--- config.mk ---
export PLATFORM = sky130hd
export DESIGN_NAME = spatial_processing_unit_seq_flat
export DESIGN_NICKNAME = d
export VERILOG_FILES = /design/src/rtl/spatial_processing_unit_seq_if.sv /design/src/rtl/spatial_processing_unit_seq.sv /design/src/flat_wrapper.sv
export SDC_FILE = /design/constraint.sdc
export NUM_CORES = 1
export LEC_CHECK = 0
export ABC_AREA = 1
export ABC_CLOCK_PERIOD_IN_PS = 6800
export BUFFER_PORTS_ARGS = -buffer_cell sky130_fd_sc_hd__buf_2
export CAP_MARGIN = 20
export CORE_MARGIN = 1
export CORE_UTILIZATION = 65
export DETAILED_ROUTE_END_ITERATION = 10
export GPL_ROUTABILITY_DRIVEN = 1
export PLACE_DENSITY_LB_ADDON = 0.05
export SLEW_MARGIN = 20
export SYNTH_ARGS = -nofsm -noshare
export SYNTH_HDL_FRONTEND = slang
export SYNTH_SLANG_ARGS = --single-unit
--- constraint.sdc ---
create_clock -name clk -period 6.8 [get_ports clk]
set_input_delay 0.34 -clock clk [delete_from_list [all_inputs] [get_ports clk]]
set_output_delay 0.34 -clock clk [all_outputs]
set_load 0.01 [all_outputs]
--- src/rtl/spatial_processing_unit_seq_if.sv ---
// Operand/result handshake bundle for spatial_processing_unit_seq.
interface spatial_processing_unit_seq_if #(
  parameter int W  = 8,
  parameter int RW = 2 * W
);
  logic          in_valid;
  logic          in_ready;
  logic [1:0]    op;
  logic [W-1:0]  a;
  logic [W-1:0]  b;
  logic [W-1:0]  c;
  logic [W-1:0]  d;
  logic          out_valid;
  logic          out_ready;
  logic [RW-1:0] result;
  logic          busy;

  modport master (
    output in_valid, op, a, b, c, d, out_ready,
    input  in_ready, out_valid, result, busy
  );

  modport slave (
    input  in_valid, op, a, b, c, d, out_ready,
    output in_ready, out_valid, result, busy
  );
endinterface

--- src/rtl/spatial_processing_unit_seq.sv ---
// Spatial ALU: mean, Manhattan distance, box area (sequential multiply), lane multiply.
// Optional macro SPU_ROUND_EN makes the focal mean round half up instead of truncating.
module spatial_processing_unit_seq #(
  parameter int W  = 8,
  parameter int RW = 2 * W
) (
  input  logic clk,
  input  logic rst_n,
  input  logic ena,
  spatial_processing_unit_seq_if.slave bus
);
  localparam int H  = W / 2;
  localparam int CW = $clog2(W);

  typedef enum logic [1:0] {IDLE, MUL, DONE} state_e;

  state_e        state_q;
  logic [CW-1:0] cnt_q;
  logic [RW-1:0] mcand_q;
  logic [W-1:0]  mplier_q;
  logic [RW-1:0] acc_q;
  logic [RW-1:0] acc_d;
  logic [RW-1:0] result_q;
  logic          out_valid_q;

  logic [W+1:0]  sum;
  logic [W-1:0]  mean;
  logic [W-1:0]  dac;
  logic [W-1:0]  dbd;
  logic [W:0]    manh;
  logic [W-1:0]  lane_lo;
  logic [W-1:0]  lane_hi;
  logic [RW-1:0] fast_res;

  always_comb begin
    sum = {2'b00, bus.a} + {2'b00, bus.b} + {2'b00, bus.c} + {2'b00, bus.d};
`ifdef SPU_ROUND_EN
    sum = sum + (W+2)'(2);
`else
    sum = sum + '0;
`endif
    mean    = sum[W+1:2];
    dac     = (bus.a >= bus.c) ? (bus.a - bus.c) : (bus.c - bus.a);
    dbd     = (bus.b >= bus.d) ? (bus.b - bus.d) : (bus.d - bus.b);
    manh    = {1'b0, dac} + {1'b0, dbd};
    lane_lo = W'(bus.a[H-1:0]) * W'(bus.b[H-1:0]);
    lane_hi = W'(bus.c[H-1:0]) * W'(bus.d[H-1:0]);
    fast_res = '0;
    case (bus.op)
      2'b00:   fast_res = RW'(mean);
      2'b01:   fast_res = RW'(manh);
      2'b11:   fast_res = {lane_hi, lane_lo};
      default: fast_res = '0;
    endcase
    acc_d = acc_q + (mplier_q[0] ? mcand_q : '0);
  end

  // All state sits under ena so a deasserted enable freezes the FSM, counter and product.
  always_ff @(posedge clk or negedge rst_n) begin
    if (!rst_n) begin
      state_q     <= IDLE;
      cnt_q       <= '0;
      mcand_q     <= '0;
      mplier_q    <= '0;
      acc_q       <= '0;
      result_q    <= '0;
      out_valid_q <= 1'b0;
    end else if (ena) begin
      case (state_q)
        IDLE: begin
          if (bus.in_valid) begin
            if (bus.op == 2'b10) begin
              state_q  <= MUL;
              mcand_q  <= RW'(dac);
              mplier_q <= dbd;
              acc_q    <= '0;
              cnt_q    <= '0;
            end else begin
              state_q     <= DONE;
              result_q    <= fast_res;
              out_valid_q <= 1'b1;
            end
          end
        end
        MUL: begin
          acc_q    <= acc_d;
          mcand_q  <= mcand_q << 1;
          mplier_q <= mplier_q >> 1;
          cnt_q    <= cnt_q + CW'(1);
          if (cnt_q == CW'(W - 1)) begin
            state_q     <= DONE;
            result_q    <= acc_d;
            out_valid_q <= 1'b1;
          end
        end
        DONE: begin
          if (bus.out_ready) begin
            state_q     <= IDLE;
            result_q    <= '0;
            out_valid_q <= 1'b0;
            acc_q       <= '0;
            cnt_q       <= '0;
          end
        end
        default: state_q <= IDLE;
      endcase
    end
  end

  assign bus.in_ready  = (state_q == IDLE) & ena;
  assign bus.out_valid = out_valid_q;
  assign bus.result    = result_q;
  assign bus.busy      = (state_q != IDLE);
endmodule

--- src/flat_wrapper.sv ---
// flat-port wrapper written by rule: the top's interface ports become plain ports
module spatial_processing_unit_seq_flat 
#(
  parameter int W  = 8,
  parameter int RW = 2 * W
)
  (clk, rst_n, ena, bus_in_valid, bus_op, bus_a, bus_b, bus_c, bus_d, bus_out_ready, bus_in_ready, bus_out_valid, bus_result, bus_busy);
  spatial_processing_unit_seq_if #(.W(W), .RW(RW)) bus_i ();
  input  logic clk;
  input  logic rst_n;
  input  logic ena;
  input wire logic [$bits(bus_i.in_valid)-1:0] bus_in_valid;
  input wire logic [$bits(bus_i.op)-1:0] bus_op;
  input wire logic [$bits(bus_i.a)-1:0] bus_a;
  input wire logic [$bits(bus_i.b)-1:0] bus_b;
  input wire logic [$bits(bus_i.c)-1:0] bus_c;
  input wire logic [$bits(bus_i.d)-1:0] bus_d;
  input wire logic [$bits(bus_i.out_ready)-1:0] bus_out_ready;
  output wire logic [$bits(bus_i.in_ready)-1:0] bus_in_ready;
  output wire logic [$bits(bus_i.out_valid)-1:0] bus_out_valid;
  output wire logic [$bits(bus_i.result)-1:0] bus_result;
  output wire logic [$bits(bus_i.busy)-1:0] bus_busy;
  assign bus_i.in_valid = bus_in_valid;
  assign bus_i.op = bus_op;
  assign bus_i.a = bus_a;
  assign bus_i.b = bus_b;
  assign bus_i.c = bus_c;
  assign bus_i.d = bus_d;
  assign bus_i.out_ready = bus_out_ready;
  assign bus_in_ready = bus_i.in_ready;
  assign bus_out_valid = bus_i.out_valid;
  assign bus_result = bus_i.result;
  assign bus_busy = bus_i.busy;
  spatial_processing_unit_seq #(.W(W), .RW(RW)) u_core (.clk(clk), .rst_n(rst_n), .ena(ena), .bus(bus_i));
endmodule
* Word level (Yosys, flattened, before mapping)
Index checks and enable logic that the tools add are counted.
** Operators by class
- Add/subtract/negate cells :: 10
- Multipliers :: 2
- Reduce and logical (&&, ||, !) cells :: 9
- Bitwise gates (word level) :: 1
- Order comparisons :: 2
- Equal/unequal tests :: 11
- Mux-type cells :: 32
** Operators with widths (count)
- $mux 16 :: 9
- $pmux 16 s3 :: 3
- $mux 8 :: 4
- $pmux 16 s2 :: 1
- $sub 8x8->8 :: 4
- $add 10x8->10 :: 2
- $add 8x8->9 :: 2
- $add 16x16->16 :: 1
- $ge 8x8->1 :: 2
- $mul 4x4->8 :: 2
- $pmux 8 s2 :: 1
- $mux 3 :: 3
- $pmux 3 s3 :: 1
- $mux 2 :: 4
- $reduce_and 4->1 :: 2
- $eq 2x2->1 const B :: 3
- $ne 2x2->1 const B :: 3
- $pmux 2 s3 :: 1
- $reduce_and 6->1 :: 1
- $reduce_and 5->1 :: 1
- $eq 2x1->1 const B :: 2
- $logic_not 2->1 :: 2
- $mux 1 :: 4
- $ne 2x1->1 const B :: 2
- 6 further kinds :: 7
** Word-level totals
- Bits in registers :: 62
- Output and inout port bits :: 19
- Word-level logic and storage cells :: 74
- Input bits :: 39

* Logic depth before layout (Yosys ltp)
Gate-level depths: netlist (run 1).
- Depth in word-level cells :: 7
- Mapped depth :: 26
- Mapped depth without buffers :: 25

* Worst setup path after synthesis (run 1)
No wires, ideal clock.
- Path kind :: input-to-reg
- Start point :: input bus_b[0]
- End point :: register u_core.result_q[6] (netlist: u_core.bus.result[6])
- Buffers on the path :: 0
- Setup slack :: 3438 ps
- Library setup time :: 120 ps
- Arrival :: 3242 ps
- Data required time :: 6680 ps
- Stages on the path :: 19
- Path through :: ha_1 > inv_1 > fa_1 > o21ai_0 > a21oi_1 > o21ai_0 > xnor2_1 > fa_1 > inv_1 > ha_1 > inv_1 > nor3_1 > nand2_1 > o311ai_0 > or2_2 > nand3_1 > nand3_1 > nand2_1 > a21oi_2
** On the way
- Word-level cells in the longest chain between the ends :: 7
- Elaborated cells between the ends (all ways) :: 13
- Classes of those cells :: add/sub (6); mul (1); order compare (1); mux (5)
** Ends and longest elaborated chain
- from (decl) :: RTL line flat_wrapper.sv:15 : input wire logic [$bits(bus_i.b)-1:0] bus_b;
- $add 8x8->9, or another cell as far along :: RTL line spatial_processing_unit_seq.sv:36 : sum = {2'b00, bus.a} + {2'b00, bus.b} + {2'b00, bus.c} + {2'b00, bus.d};
- $add 10x8->10 / $mux 8 (equally long branches) :: RTL line spatial_processing_unit_seq.sv:36, spatial_processing_unit_seq.sv:44
- $add 10x8->10 / $add 8x8->9 (equally long branches) :: RTL line spatial_processing_unit_seq.sv:36, spatial_processing_unit_seq.sv:45
- $pmux 16 s3 * :: RTL line spatial_processing_unit_seq.sv:49 : case (bus.op)
- $mux 16 * :: RTL line spatial_processing_unit_seq.sv:72 : if (bus.op == 2'b10) begin
- $mux 16 * :: RTL line spatial_processing_unit_seq.sv:71 : if (bus.in_valid) begin
- $pmux 16 s3 * :: RTL line spatial_processing_unit_seq.sv:69 : case (state_q)
- to (signal assigned) :: RTL line spatial_processing_unit_seq.sv:80 : result_q <= fast_res;
- to (decl) :: RTL line spatial_processing_unit_seq.sv:23 : logic [RW-1:0] result_q;
Every way passes the cells marked *; elsewhere a longest branch is shown, timed or not. The select of a mux whose other input is x is not followed.
A chain may end at the register's enable or synchronous reset.

* Worst setup path in the final report (run 1)
Ends and elaborated chain as after synthesis.

==> metrics, run 1 <==
dpl ws=2.973 ns; Async S/R FF share, synth=100.0%; Leak=4.355 nW; Yosys cell types=48; Reg power frac=25.8%; result of the run=completed; Synth Instances=1009; pin count of the biggest net entering global routing=63; dpl hpwl=14.52 mm; pins over their slew limit=0; #FFs+latches synth=62; Worst-Margin Slew=0.8766 ns; Setup TNS=0 ns; ys flop type=dfrtp_1; NetSw=0.001181 W; number of buffers created by CTS=9; Tmin final=3.501 ns; core area=10510 sq um; drt drc=0; max-cap viol count=0; IO Pins=58; clock buffer depth=2; Antenna Nets Post-Route=0; FF-to-FF path depth=10; die width=106.9 um; Nets=1218; CP startpoint kind=primary input; setup ws final=3.299 ns; synthesized cell area=7147 sq um; Reg2Reg Capture Point=u_core.bus.result[1]; vias in the first global route=6324; vias=6644; worst skew pair latency=0.35 ns; CTS tree=done; Reg2Reg Setup Slack=3.65 ns; clock share of power=14.7%; GRT Resource Usage Total=33.37%; quantity of gates resized following cts=0; clk slew on worst S/H paths=0.07 ns; # Post-CTS Setup Buffers=0; initial antenna violation count=0; Area Overhead vs Synth=8.176%; post-synthesis net count=1169; std cell rows=37; fillcell total=936; switching part of the total=48.89%; Die Y=106.9 um; Layout Utilization=73.57%; CP Capture Type=flop; critical path type=primary input to flop; FMAX=0.2857 GHz; clock net sink count=62; share of the yosys chip area belonging to registers=21.71%; YS warnings=0; Worst Skew=0.004150 ns; crit path DAT=3.74 ns; layout cells sized above 1=11.19%; die area=11420 sq um; grt ovf=0; Starting Density=68.01%; Hold Crit Class=primary input to async pin; 1st-iter DRT viols=474; number of synthesized flops with an enable pin=0; Fin. Hold Viols=0; # hold bufs at CTS=0; combinational share of power=59.5%; drt total wl=17.72 mm; vias per inst=5.541; P_int=0.001235 W; H-tree levels=3; Max VDD drop=285.2 uV; syn avg cell area=7.083 sq um; n_diodes=0; RSZ-0062 raised after global routing=no; WL per Instance=14.78 um; Power Total=0.002416 W; critical path fanouts, max=6; worst r2r src=u_core.state_q[1]; # setup viols final=0; first-pass GRT wire length=29.75 mm; Data required, critical path=7.04 ns; Rel. slew slack=41.42%; TritonRoute pass-1 iters=5; Root Buffer=clkbuf_8; P per Cell Area=312.5 nW/um^2; Final period util=51.48%; IO Port Bufs=57; RePlAce Congestion=0.9569
==> state kept, by name, summed over array words and instances, names as in the netlist <==
register and cells:
u_core.bus.result 16, u_core.state_q 2, u_core.mcand_q 16, u_core.cnt_q 3, u_core.mplier_q 8, u_core.bus.out_valid 1
u_core.acc_q 16
==> power groups by stage <==
stage	Combinational [W]	Clock (W)	Sequential, W
2_1_floorplan	0.00106	0	0.000621
3_3_place_gp	0.00140	0	0.000626
3_5_place_dp	0.00142	0	0.000629
4_1_cts	0.00143	0.000356	0.000623
5_1_grt	0.00164	0.000369	0.000645
6_report	0.00144	0.000354	0.000623
==> Yosys cell counts (7+ instances only) <==
cell type / number / area share [%]
nand4_1: 9 / 0.79
dfrtp_1: 62 / 22
o21ai_0: 58 / 4.1
a31oi_1: 11 / 0.96
fa_1: 23 / 6.4
clkbuf_1: 9 / 0.47
ha_1: 98 / 17
nand3_1: 40 / 2.8
xor2_1: 16 / 2.0
buf_2: 9 / 0.63
a21oi_1: 92 / 6.4
xnor2_1: 7 / 0.86
nand2_1: 219 / 12
nor2_1: 67 / 3.5
inv_1: 184 / 9.7
o22ai_1: 9 / 0.79
o21ai_1: 13 / 0.91
or2_2: 7 / 0.61
==> cell families after synthesis <==
family / synth area share [%]
flops: 21.71
simple gates: 22.34
compound gates: 17.59
fa+ha+maj: 23.60
buf+inv: 11.61
xor+xnor: 2.819
mux: 0.3326
==> worst max-delay path by stage <==
stage,depth (start not counted),start,end
after floorplan,19,bus_b[0],u_core.bus.result[6]
after global placement,19,bus_b[1],u_core.bus.result[6]
after detailed placement,20,bus_b[0],u_core.bus.result[6]
after CTS,20,bus_b[0],u_core.bus.result[6]
after global routing,19,bus_b[1],u_core.bus.result[6]
final,20,bus_b[0],u_core.bus.result[6]
==> cells in the final DEF (no fill, tap or decap), types with 3 or more instances in the layout <==
cell	instances
o22ai_1	9
nand2_2	6
nand3_1	40
buf_4	3
nor2_1	67
nand4_1	9
a21oi_1	92
or2_2	7
dfrtp_1	62
nor3_1	4
o21ai_2	5
inv_1	184
o21a_1	3
a21oi_2	5
fa_1	23
clkbuf_8	13
ha_1	98
nand3b_1	4
o21ai_1	13
o211ai_1	5
nand2_4	4
xor2_1	16
o221ai_1	3
inv_2	6
buf_2	57
a31oi_1	11
o21ai_0	58
xnor2_1	7
nand3_2	3
nand2_1	219
a32o_1	4
o21bai_1	3
==> per-layer routing <==
layer | share of wire, % | global-route usage [%] | wire [um]
met4 | 2.9 | 11.55 | 520
met2 | 47 | 57.37 | 8346
met5 | 0 | 0 | 0
met3 | 4.2 | 4.195 | 744
met1 | 46 | 43.16 | 8109
==> stage by stage <==
| stage | cell area (sq um) | hold slack (ns) | instances |
|---|---|---|---|
| final | 7731 | 0.1444 | 1199 |
| after global routing | 7731 | 0.2233 | 1199 |
| after floorplan | 7147 | 0.04441 | 1009 |
| after CTS | 7731 | 0.1807 | 1199 |
| after detailed placement | 7512 | 0.4641 | 1183 |
| after global placement | 7512 | 0.4633 | 1183 |
==> critical path, cell delays in order <==
cell	delay [ns]
buf_2	0.18
ha_1	0.19
inv_1	0.07
fa_1	0.39
o21ai_0	0.30
a21oi_1	0.11
o21ai_0	0.28
xnor2_1	0.13
fa_1	0.48
inv_1	0.04
ha_1	0.29
inv_1	0.11
nor3_1	0.07
nand2_1	0.06
o311ai_0	0.13
or2_2	0.30
nand3_1	0.07
nand3_1	0.07
nand2_1	0.07
a21oi_2	0.06
==> final cells by class <==
| cell class | count | area (sq um) | share of cell area [%] |
|---|---|---|---|
| inverters | 191 | 716.9 | 9.273 |
| multi-input cells | 734 | 4766 | 61.64 |
| flip-flops and latches | 62 | 1551 | 20.07 |
| clock buffers | 13 | 178.9 | 2.314 |
| well taps | 136 | 170.2 | 2.201 |
| repair buffers | 60 | 307.8 | 3.981 |
| clock inverters | 3 | 40.04 | 0.5179 |
Power figures use the tool's default switching activity.
==> inputs of run 2 (changes only) <==
--- a/config.mk
+++ b/config.mk
@@ -6,11 +6,11 @@
 export NUM_CORES = 1
 export LEC_CHECK = 0
 export ABC_AREA = 1
-export ABC_CLOCK_PERIOD_IN_PS = 6800
+export ABC_CLOCK_PERIOD_IN_PS = 3030
 export BUFFER_PORTS_ARGS = -buffer_cell sky130_fd_sc_hd__buf_2
 export CAP_MARGIN = 20
 export CORE_MARGIN = 1
-export CORE_UTILIZATION = 65
+export CORE_UTILIZATION = 56
 export DETAILED_ROUTE_END_ITERATION = 10
 export GPL_ROUTABILITY_DRIVEN = 1
 export PLACE_DENSITY_LB_ADDON = 0.05
==> constraint.sdc (replaced) <==
create_clock -name clk -period 3.03 [get_ports clk]
set_input_delay 0.1515 -clock clk [delete_from_list [all_inputs] [get_ports clk]]
set_output_delay 0.1515 -clock clk [all_outputs]
set_load 0.01 [all_outputs]
==> run 2 against run 1 <==
Register-to-register slack worse by 3.3 ns. Clock power grew to 2.8 times the previous value. Die area is 16% higher. Via count is 9.8% higher. Non-clock buffer count is 145 higher. Critical path type unchanged. Largest cell class unchanged.
==> metrics, run 2 (synthesized netlist as in run 1, its figures left out) <==
result of the run=completed; FMAX=0.3353 GHz; std cell rows=40 (+8.1%); IO Pins=58 (unchanged); Placed Area=8582 sq um (+14%); TritonRoute pass-1 iters=6 (+1); CP startpoint kind=primary input; worst skew pair latency=0.33 ns (-0.02 ns); critical path fanouts, max=4 (-2); die width=115.0 um (+7.6%); most frequent cells in the layout=213 x nand2_1, 172 x inv_1, 144 x buf_4; drt drc=0 (unchanged); RePlAce Congestion=0.9250 (-3.3%); first-pass GRT wire length=32.34 mm (+8.7%); Setup TNS=0 ns (unchanged); Antenna Nets Post-Route=0 (unchanged); Worst-Margin Slew=0.7096 ns (-0.1670 ns); Layout Utilization=75.90% (+2.3 points); Fin. Hold Viols=0 (unchanged); n_diodes=0 (unchanged); clock buffer depth=2 (unchanged); GRT Resource Usage Total=31.57% (-1.8 points); crit path DAT=3.19 ns (-0.55 ns); max-cap viol count=0 (unchanged); post-route cell area=9269 sq um (+20%); CP max stage delay=0.56 ns (+0.08 ns); critical path's most frequent cell=nand2_1; pins over their slew limit=0 (unchanged); drt total wl=20.36 mm (+15%); 1st-iter DRT viols=415 (-12%); core area=12210 sq um (+16%); clock net sink count=62 (unchanged); Final period util=98.44%; layout cells sized above 1=26.66% (+15 points); worst path cell trace=buf_4 -> ha_2 -> inv_2 -> fa_2 -> o21ai_4 -> xor2_2 -> fa_1 -> inv_2 -> ha_4 -> nand2_1 -> nand3_2 -> nand2_1 -> nand2_1 -> a21oi_2 -> nor2_2 -> o21a_1 -> o21ai_1 -> nand3_1 -> nand2_1 -> a21oi_2; CTS tree=done; pin count of the biggest net entering global routing=41 (-35%); Root Buffer=clkbuf_16; Area Overhead vs Synth=29.69%; vias per inst=5.303 (-4.3%); Hold Crit Class=primary input to flop; Tmin final=2.983 ns; critical path type=primary input to flop; clk slew on worst S/H paths=0.05 ns (-0.02 ns); H-tree levels=3 (unchanged); slowest stage cell, crit path=fa_1; # setup viols final=0 (unchanged); number of buffers created by CTS=9 (unchanged); vias in the first global route=6955 (+10%); Worst Skew=0.003740 ns (-0.0004099 ns); Starting Density=58.52% (-9.5 points); initial antenna violation count=0 (unchanged); vias=7297 (+9.8%); P per Cell Area=694.5 nW/um^2 (+120%); WL per Instance=14.80 um (+0.13%); commonest non-fill, non-tap cell in the layout=nand2_1; Max VDD drop=412.4 uV (+45%); worst hold slack=0.2319 ns (+0.08746 ns); Leak=5.111 nW (+17%); Rel. slew slack=52.64% (+11 points); RSZ-0062 raised after global routing=yes; grt ovf=0 (unchanged); Die Y=115.0 um (+7.6%); Data required, critical path=3.24 ns (-3.80 ns); dpl hpwl=16.08 mm (+11%); die area=13220 sq um (+16%); Nets=1363 (+12%); IO Port Bufs=57 (unchanged); CP Capture Type=flop
## run 2: cell types whose count changed in the layout (fill, tap and decap cells not counted), sizes merged
cell,previous run,this run
clkinv,3,5
buf,60,204
clkbuf,13,12
bufinv,1,0
dlygate4sd3,0,1
## run 2: layer usage
metal,vias to the layer above,GRT usage [%],share of wire [%]
met5,-,0,0
met1,3400,37.98,42
met2,181,54.42,49
li1,3664,-,-
met3,52,3.374,3.5
met4,0,19.31,5.8
## run 2: where the power goes
group | leakage, nW | switching [W] | internal, W
Clock | 0.148 | 0.000361 | 0.000614
Sequential | 0.792 | 0.000209 | 0.00118
Combinational | 4.17 | 0.00238 | 0.00168
Total | 5.11 | 0.00295 | 0.00348
## run 2: layout make-up
cell class	instances	area (sq um)
Fill cell	995	2943
Multi-Input combinational cell	734	5064
Timing Repair Buffer	205	1435
Clock inverter	4	20.02
Inverter	191	721.9
Sequential cell	62	1551
Tap cell	168	210.2
Clock buffer	12	266.5
## run 2: path summary, 6_finish.rpt
check	cells past startpoint	slack [ns]	end	startpoint
min reg2reg	2	0.48	u_core.mplier_q[5]	u_core.mplier_q[5]
max	20	0.05	u_core.bus.result[7]	bus_b[0]
max in group asynchronous	3	1.79	u_core.bus.out_valid	rst_n
min	4	0.23	u_core.state_q[1]	bus_out_ready
max reg2reg	15	0.40	u_core.bus.result[14]	u_core.mcand_q[0]
min in group asynchronous	2	0.33	u_core.acc_q[14]	rst_n
## run 2: critical path, delay by kind of cell
| family | cells | cell delay, ns |
|---|---|---|
| adder cells (fa/ha/maj) | 4 | 1.39 |
| XOR/XNOR | 1 | 0.10 |
| AND/OR/NAND/NOR | 7 | 0.56 |
| AO/OA/AOI/OAI | 5 | 0.77 |
| buffers and inverters | 3 | 0.21 |
## run 2: per-stage QoR
step / power (W) / worst slack (ns) / std cells
finish: 0.006437 / 0.04727 / 1376
global placement: 0.005024 / -0.3519 / 1350
detailed placement: 0.005088 / -0.4221 / 1350
CTS: 0.006130 / 0.009697 / 1367
floorplan: 0.003784 / 0.01110 / 1009
global route: 0.006996 / -0.07650 / 1376
## run 2: what timing repair did
action | in CTS | in global routing
pin swaps | 2 | 40
gates resized for setup | 5 | 76
gates cloned | 0 | 0
buffers inserted | 0 | 9
endpoints found under the hold margin | 22 | 0
hold buffers | 1 | 0
setup endpoints to repair | 3 | 7
==> inputs of run 3 (changes only) <==
--- a/config.mk
+++ b/config.mk
@@ -9,8 +9,10 @@
 export ABC_CLOCK_PERIOD_IN_PS = 3030
 export BUFFER_PORTS_ARGS = -buffer_cell sky130_fd_sc_hd__buf_2
 export CAP_MARGIN = 20
+export CELL_PAD_IN_SITES_DETAIL_PLACEMENT = 0
+export CELL_PAD_IN_SITES_GLOBAL_PLACEMENT = 1
 export CORE_MARGIN = 1
-export CORE_UTILIZATION = 56
+export CORE_UTILIZATION = 41
 export DETAILED_ROUTE_END_ITERATION = 10
 export GPL_ROUTABILITY_DRIVEN = 1
 export PLACE_DENSITY_LB_ADDON = 0.05
==> run 3 against run 2 <==
Largest power group unchanged. Cell count is 5.4% higher. Critical path type unchanged. Utilization fell by 20 points. Global-route usage fell by 7.3 points. Clock skew grew 0.0023 ns. Sequential power barely moved. Power is 0.82% lower. Critical path depth did not move. Largest cell class unchanged. Sequential share of layout area shrank 0.37 points.
==> metrics, run 3 (synthesized netlist as in run 1, its figures left out) <==
result of the run=completed; Reg2Reg Capture Point=u_core.bus.result[10]; layout cells sized above 1=27.15% (+0.50 points); vias per inst=4.788 (-9.7%); dpl hpwl=17.63 mm (+9.6%); FF-to-FF path depth=16 (+1); Nets=1386 (+1.7%); Data required, critical path=3.29 ns (+0.05 ns); CP Capture Type=flop; Hold EP=u_core.state_q[1]; Reg2Reg Setup Slack=0.28 ns (-0.12 ns); Tmin final=2.920 ns (-0.06262 ns); WL per Instance=14.47 um (-2.2%); grt ovf=0 (unchanged); max-cap viol count=0 (unchanged); Root Buffer=clkbuf_16; TritonRoute pass-1 iters=4 (-2); die area=17960 sq um (+36%); number of buffers created by CTS=9 (unchanged); cell count after placement=1427 (+5.7%); Fin. Hold Viols=0 (unchanged); commonest non-fill, non-tap cell in the layout=nand2_1; Die Y=134.0 um (+17%); Area Overhead vs Synth=32.62%; Starting Density=42.49% (-16 points); Final period util=96.37% (-2.1 points); clock buffer depth=2 (unchanged); first-pass GRT wire length=33.81 mm (+4.5%); pin count of the biggest net entering global routing=38 (-7.3%); Crit. Startpoint=bus_b[2]; CP startpoint kind=primary input; Worst-Margin Slew=0.6979 ns (-0.01171 ns); IO Port Bufs=57 (unchanged); CTS tree=done; Hold Crit Class=primary input to flop; std cell rows=47 (+18%); Setup TNS=0 ns (unchanged); n_diodes=0 (unchanged); drt drc=0 (unchanged); worst skew pair latency=0.33 ns (about the same); clk slew on worst S/H paths=0.05 ns (about the same); Antenna Nets Post-Route=0 (unchanged); initial antenna violation count=0 (unchanged); 1st-iter DRT viols=253 (-39%); hold path startpoint=bus_out_ready; clock net sink count=62 (unchanged); Rel. slew slack=53.42% (+0.78 points); vias=6942 (-4.9%); P per Cell Area=673.6 nW/um^2 (-3.0%); # setup viols final=0 (unchanged); vias in the first global route=6680 (-4.0%); H-tree levels=3 (unchanged); Leak=5.217 nW (+2.1%); RSZ-0062 raised after global routing=yes; critical path type=primary input to flop; Layout Cells excl Fill=1450 (+5.4%); critical path fanouts, max=5 (+1); Max VDD drop=517.8 uV (+26%); die width=134.0 um (+17%); GRT Resource Usage Total=24.32% (-7.3 points); Worst Skew=0.006040 ns (+0.002300 ns); FMAX=0.3425 GHz (+2.1%); crit path DAT=3.18 ns (about the same); RePlAce Congestion=0.8964 (-3.1%); IO Pins=58 (unchanged); core area=16820 sq um (+38%); most frequent cells in the layout=213 x nand2_1, 177 x inv_1, 167 x buf_4; worst r2r src=u_core.mplier_q[0]; drt total wl=20.98 mm (+3.0%); hold path depth=4 (unchanged); pins over their slew limit=0 (unchanged)
## run 3: critical path: stages
cell and delay [ns]:
buf_2 0.11, buf_4 0.16, ha_1 0.34, buf_4 0.15, nand2_1 0.06, o21ai_0 0.44, mux2i_4 0.16, buf_4 0.17
o211ai_1 0.15, nand2_1 0.12, inv_2 0.11, ha_4 0.22, a21oi_2 0.17, and2_1 0.15, nand2_2 0.06, nand3_1 0.06
nand3_1 0.09, nand3_1 0.10, nand2_1 0.07, a21oi_2 0.14
## run 3: worst max-delay path by stage
stage / endpoint / slack, ns / cells after the start
3_3_place_gp: u_core.bus.result[6] / -0.49 / 26
4_1_cts: u_core.bus.result[6] / 0.003 / 20
3_5_place_dp: u_core.bus.result[6] / -0.47 / 25
2_1_floorplan: u_core.bus.result[6] / 0.01 / 19
6_report: u_core.bus.result[6] / 0.11 / 20
5_1_grt: u_core.bus.result[6] / -0.08 / 20
## run 3: final cells by class
class	count	area, sq um
inverter	191	721.9
fill	1697	7341
multi-input combinational	734	5052
clock buffer	14	264.0
sequential	62	1551
tap	220	275.3
clock inverter	1	5.005
timing repair buffer	228	1608
## run 3: power breakdown
part,internal [W],switching (W)
logic,0.00169,0.00236
clock network,0.000592,0.000344
registers,0.00118,0.000205
total,0.00347,0.00291
## run 3: stage by stage
step           hold WS [ns]  setup slack [ns]  power (W)  cell area (sq um)  utilization (%)
2_1_floorplan       -0.1441           0.01110   0.003784               7151                -
3_3_place_gp         0.1297           -0.4921   0.005195               8835            52.53
3_5_place_dp         0.1311           -0.4673   0.005236               8835            52.53
4_1_cts              0.2357          0.002733   0.006235               9149            54.40
5_1_grt              0.2476          -0.08213   0.007006               9478            56.35
6_report             0.2341            0.1099   0.006384               9478            56.35
## run 3: metal layers
layer / vias to the layer above / GRT usage, % / part of all wire, %
met1: 3137 / 30.68 / 46
met2: 86 / 42.98 / 49
met3: 19 / 2.154 / 2.0
li1: 3700 / - / -
met5: - / 0 / 0
met4: 0 / 9.114 / 3.2
## run 3: timing repair
action                                  CTS  global route
endpoints found under the setup margin    4             7
hold buffers                              1             0
buffers inserted                          1             6
gates resized for setup                   8            62
pin swaps                                 2            29
hold endpoints to repair                 18             0
